## src/rtl/data_mem_ctrl.sv

```systemverilog
// data_mem_ctrl: multi-cycle byte-wide data memory with its own access
// controller. One load or store is accepted at a time; the core is stalled
// for LATENCY wait cycles, the array is accessed on the last wait edge and a
// one-cycle DONE state releases the stall. RdData holds the last loaded byte
// so the writeback mux sees stable data between loads.
// Optional feature macro: DMEM_PERF_EN adds saturating LoadCount/StoreCount.
module data_mem_ctrl #(
  parameter int AW      = 8,
  parameter int DW      = 8,
  parameter int LATENCY = 2
) (
  input  logic          Clk,
  input  logic          Reset,
  input  logic          ReqValid,
  input  logic          ReqWrite,
  input  logic [AW-1:0] Addr,
  input  logic [DW-1:0] WrData,
  output logic          Stall,
  output logic          RdValid,
  output logic [DW-1:0] RdData
`ifdef DMEM_PERF_EN
  ,
  output logic [15:0]   LoadCount,
  output logic [15:0]   StoreCount
`endif
);

  // Wait counter only ever holds LATENCY-1, which tops out at 14.
  localparam int CW = 4;

  // A zero or oversized latency cannot be represented by the wait counter.
  if (LATENCY < 1 || LATENCY > 15) begin : g_latency_check
    $error("data_mem_ctrl: LATENCY must be in the range 1..15");
  end

  typedef enum logic [1:0] {
    S_IDLE = 2'd0,
    S_WAIT = 2'd1,
    S_DONE = 2'd2
  } state_t;

  state_t        state;
  logic [CW-1:0] cnt;
  logic [AW-1:0] addr_q;
  logic [DW-1:0] wdata_q;
  logic          write_q;
  logic          access_edge;

  logic [DW-1:0] mem [0:(2**AW)-1];

  // The array is touched only on the final wait edge, using latched fields.
  assign access_edge = (state == S_WAIT) && (cnt == '0);

  // Hold the core while a request is being accepted or is in flight; DONE
  // releases it even though ReqValid is still high for that instruction.
  assign Stall = ((state == S_IDLE) && ReqValid) || (state == S_WAIT);

  // Request sequencing: latch on accept, count down the wait, complete loads.
  always_ff @(posedge Clk) begin
    if (Reset) begin
      state   <= S_IDLE;
      cnt     <= '0;
      RdValid <= 1'b0;
      RdData  <= '0;
      addr_q  <= '0;
      wdata_q <= '0;
      write_q <= 1'b0;
    end else begin
      RdValid <= 1'b0;
      case (state)
        S_IDLE: begin
          if (ReqValid) begin
            addr_q  <= Addr;
            wdata_q <= WrData;
            write_q <= ReqWrite;
            cnt     <= CW'(LATENCY - 1);
            state   <= S_WAIT;
          end
        end
        S_WAIT: begin
          if (cnt != '0) begin
            cnt <= cnt - 1'b1;
          end else begin
            state <= S_DONE;
            if (!write_q) begin
              RdData  <= mem[addr_q];
              RdValid <= 1'b1;
            end
          end
        end
        S_DONE: begin
          state <= S_IDLE;
        end
        default: begin
          state <= S_IDLE;
        end
      endcase
    end
  end

  // Store commit; a reset landing on the access edge aborts the write.
  always_ff @(posedge Clk) begin
    if (!Reset && access_edge && write_q) begin
      mem[addr_q] <= wdata_q;
    end
  end

`ifdef DMEM_PERF_EN
  // Count completed accesses by type during DONE, saturating at all-ones.
  always_ff @(posedge Clk) begin
    if (Reset) begin
      LoadCount  <= '0;
      StoreCount <= '0;
    end else if (state == S_DONE) begin
      if (write_q) begin
        if (StoreCount != 16'hFFFF) StoreCount <= StoreCount + 16'd1;
      end else begin
        if (LoadCount != 16'hFFFF) LoadCount <= LoadCount + 16'd1;
      end
    end
  end
`endif

endmodule

```

## config.mk

```make
export PLATFORM = sky130hd
export DESIGN_NAME = data_mem_ctrl
export DESIGN_NICKNAME = d
export VERILOG_FILES = /design/src/rtl/data_mem_ctrl.sv
export SDC_FILE = /design/constraint.sdc
export NUM_CORES = 2
export LEC_CHECK = 0
export BUFFER_PORTS_ARGS = -buffer_cell sky130_fd_sc_hd__buf_2
export CORE_MARGIN = 2
export CORE_UTILIZATION = 35
export CTS_CLUSTER_SIZE = 28
export DETAILED_ROUTE_END_ITERATION = 10
export PLACE_DENSITY_LB_ADDON = 0.1
export SETUP_SLACK_MARGIN = 0.3
export SYNTH_ARGS = -nofsm -noshare
export SYNTH_HDL_FRONTEND = slang
export SYNTH_SLANG_ARGS = --single-unit
```

## constraint.sdc

```tcl
create_clock -name Clk -period 12.48 [get_ports Clk]
set_input_delay 0.624 -clock Clk [delete_from_list [all_inputs] [get_ports Clk]]
set_output_delay 0.624 -clock Clk [all_outputs]
set_load 0.01 [all_outputs]
```

== Yosys cells after proc, flatten, opt, wreduce, memory -nomap -nowiden ==
Memory sizes are Yosys's and may differ from the RTL's. A register that Yosys moved wholly into a read port is not among the register bits.
Index checks and enable logic that the tools add are counted.
Word-level totals
  register bits after elaboration: 24
  bits in latches: 0
  bits in writable memories: 2048
  memory bits (read-only): 0
  input bits: 20
  memories kept: 1
Cells by class
  add/subtract/negate cells: 1
  $mul: 0
  div/mod/pow operators: 0
  order comparisons: 0
  equal/unequal tests: 4
  shifts and indexed selects: 0
  muxes and demuxes: 9
  bitwise operators: 3
  reductions and logical operators: 15
Memories
  mem: depth 256, bits a word 8, read ports 1, clocked after Yosys merged registers in 1, write ports 1, line 49  | logic [DW-1:0] mem [0:(2**AW)-1];
Operators by type and width (count)
  2-to-1 mux 4 bit: 2
  one-hot mux 4 bit (2 select lines): 1
  AND reduction 3 bit: 2
  logical AND 1 bit: 4
  zero test 4 bit: 1
  2-to-1 mux 2 bit: 2
  inequality test 2 bit (second input constant): 2
  one-hot mux 2 bit (2 select lines): 1
  AND reduction 2 bit: 2
  nonzero test 4 bit: 1
  subtractor 4 x 1 -> 4 bit (second input constant): 1
  2-to-1 mux 1 bit: 3
  inverter 1 bit: 3
  OR reduction 3 bit: 1
  equality test 2 x 1 -> 1 bit (second input constant): 1
  zero test 2 bit: 1
  inequality test 2 x 1 -> 1 bit (second input constant): 1
  nonzero test 2 bit: 1
  zero test 1 bit: 1
  logical OR 1 bit: 1

== Depth between registers and ports, before layout ==
  depth after elaboration: 6
  depth in mapped cells: 13

== Least setup slack after synthesis ==
OpenSTA, ideal clock, no wires.
  path kind: register to register
  start point: register wdata_q[0]
  end point: memory mem[0][0] (data pin)
  setup time: 0.856 ns
  data arrival time: 3.397 ns
  setup slack: 8.227 ns
  cell stages (with the launch flop): 1
  buffers on the path: 0
  cells stage by stage: dfxtp_1
RTL lines
  from (decl): line 45  | logic [DW-1:0] wdata_q;
  from (signal assigned): line 74  | wdata_q <= WrData;
  to (decl): line 49
No word-level cell before the write port.

==> results.toml <==
[status]
outcome = "finished, final reports clean"

[timing]
min_period_ps = 5030
finalHoldViolCount = 0
fin_skew_ps = 46.4
timing.fmax_ghz = 0.199
worst-slew-pin-transition_ps = 1350
post-route-period-util_pct = 40.3
setup_violations = 0
hold_ws_ps = 77.9
slew_violations = 0
rsz0062_at_grt = "false"
slew_headroom_pct = 9.88
setup_tns_ps = 0

[drt]
wl_per_cell_um = 34.1
viasPerCell = 5.52
num_vias = 40000
drt-pass1-iter-count = 5
drt_iter0_drc = 4236
drtAntennaViolNets = 0
wirelength_mm = 247
route.detailed.drc = 0

[clocking]
cts_htree_levels = 4
root_buffer = "clkbuf_16"
clock_sinks = 2080
cts_resized = 0
clockBufferDepth = 3
clock_latency_ps = 860
postCtsHoldBufs = 8
cts_tree = "yes"
cts_setup_buffers = 0
path_clk_slew_ps = 60
cts_inserted_buffers = 223

[worst_setup_path]
cp.required_ps = 13160
r2r-end = "RdData[3]"
crit_arrival_ps = 5700
worstReg2RegStart = "addr_q[0]"
worst_r2r_path_depth = 8
critPathLaunchType = "flip-flop"
path_max_fanout = 37
crit_type = "reg -> reg"
crit_path_end_kind = "flip-flop"
r2r_slack_ps = 7450

[run]
maxCapViolCount = 0

[layout]
regArea_um2 = 62200
final_cells = 7250
areaGrowthSynthToFinish_pct = 13.0
drive_gt1_share_pct = 23.5
fin_nets = 4058
final_util_pct = 39.8
multiInputGateArea_um2 = 17500
fill_cells = 20500

[placed_design]
place_inst = 6830
io_buffers = 29
hpwlAfterDp_mm = 149
routabilityCongestion = 0.796

[logic_synthesis]
yosys.area.top_type = "edfxtp_1"
synth_xor_area_share_pct = 0.0108
synth_seq_area_share_pct = 76.7
syn-instance-count = 3911
synth_area_leaders = "edfxtp_1 (76%), mux4_2 (13%), mux2i_1 (2.0%), nor2_1 (1.4%), nand2_1 (0.82%)"
synth_compound_area_share_pct = 2.85
syn_area_um2 = 81000
synthMuxAreaShare_pct = 15.5
syn_nets = 3932
yosys.area_share.adder_pct = 0.0154
synth.avg_cell_area_um2 = 20.7
netlist.area_leader.share_pct = 75.9
synth_edf_count = 2048
synthArstFlopShare_pct = 0
synth_top_family_by_area = "multiplexers"
ys_ff_latch = 2080
ys_warn_count = 0
synth_commonest_cells = "edfxtp_1 (2048), mux4_2 (470), nor2_1 (293)"
ys.flop_type = "edfxtp_1"
synthSimpleGateAreaFrac_pct = 3.06
ys_types = 73
yosysMostFrequentCell = "edfxtp_1"

[hold_path]
hold_path_end = "addr_q[1]"
hp-class = "in -> reg"
whs_path_depth = 3
hold_start = "Addr[1]"

[grt]
grt_pass1_vias = 40800
grt.total_usage_pct = 20.9
grt_pass1_wl_mm = 343
antenna_found_initial = 15
grt_max_degree = 135
grt_overflow = 0

[floorplanning]
fp.dieH_um = 485
die_area_um2 = 235000
row_count = 176
io_pins = 30
die_w_um = 485
start_util_pct = 35.2
core_area_um2 = 230000

[pwr]
leakage_nw = 29.2
finalPower_w = 0.0151
p_per_area_nw_per_um2 = 165
peakVddDrop_v = 0.000124
[sequential cells by signal, summed over array words and instances, names as in the netlist]
register  cells
mem        2048
RdData        8
addr_q        8
wdata_q       8
cnt           4
state         2
RdValid       1
write_q       1
[worst max-delay path, cell delays in order, from the launching register on]
cell and delay (ps):
dfxtp_4 630, buf_4 610, buf_4 520, buf_4 720, mux4_2 590, mux2i_1 250, nor3b_1 90, nor4b_1 1070
a311oi_1 220
[per-layer routing]
| layer | track usage, % | vias to the layer above | part of all wire, % |
|---|---|---|---|
| met5 | 0 | - | 0.0028 |
| met4 | 5.34 | 2 | 2.5 |
| met3 | 3.46 | 335 | 5.4 |
| met2 | 33.0 | 1189 | 47 |
| li1 | - | 16500 | - |
| met1 | 30.0 | 22000 | 45 |
[layout by cell type (no fill, tap or decap), drive strengths merged, types with 23 or more instances in the layout]
master	n
edfxtp	2048
mux4	470
clkbuf	303
nor2	294
nand2	178
mux2i	162
buf	139
clkinv	85
a21oi	69
a22oi	50
o22ai	35
o21ai	33
dfxtp	32
mux2	29
nor2b	24
nand3	23
[power by group]
| group | internal (W) | leakage [nW] | switching [W] |
|---|---|---|---|
| Combinational | 0.000292 | 5.53 | 0.000611 |
| Clock | 0.00364 | 3.41 | 0.00277 |
| Sequential | 0.00771 | 20.3 | 0.0000462 |
[metrics by stage]
step                setup slack (ps)  instance area (µm²)
detailed placement              7380                84500
global route                    7140                91600
floorplan                       8230                81000
global placement                6750                84500
finish                          7450                91600
CTS                             7360                91600
[kinds of logic after synthesis]
kind of cell	count (synthesis)
flip-flops	2080
multiplexers	661
AND/OR/NAND/NOR	587
AO/OA/AOI/OAI	328
buffers and inverters	253
XOR/XNOR	1
adder cells (fa/ha/maj)	1
[area by class of cell]
type	count	area share (%)
Sequential cell	2080	67.9
Multi-Input combinational cell	1578	19.1
Clock buffer	303	6.68
Tap cell	3026	4.13
Timing Repair Buffer	147	1.22
Clock inverter	106	0.944
Inverter	7	0.0369
Antenna cell	3	0.00820
[worst max path at each step]
stage / startpoint / end / slack (ps)
CTS: addr_q[0] / RdData[3] / 7360
finish: addr_q[0] / RdData[3] / 7450
global route: addr_q[0] / RdData[3] / 7140
floorplan: wdata_q[0] / mem[0][0] / 8230
global placement: Reset / mem[222][1] / 6750
detailed placement: addr_q[0] / RdData[3] / 7380
No activity file was read; power rests on OpenSTA's default activity.
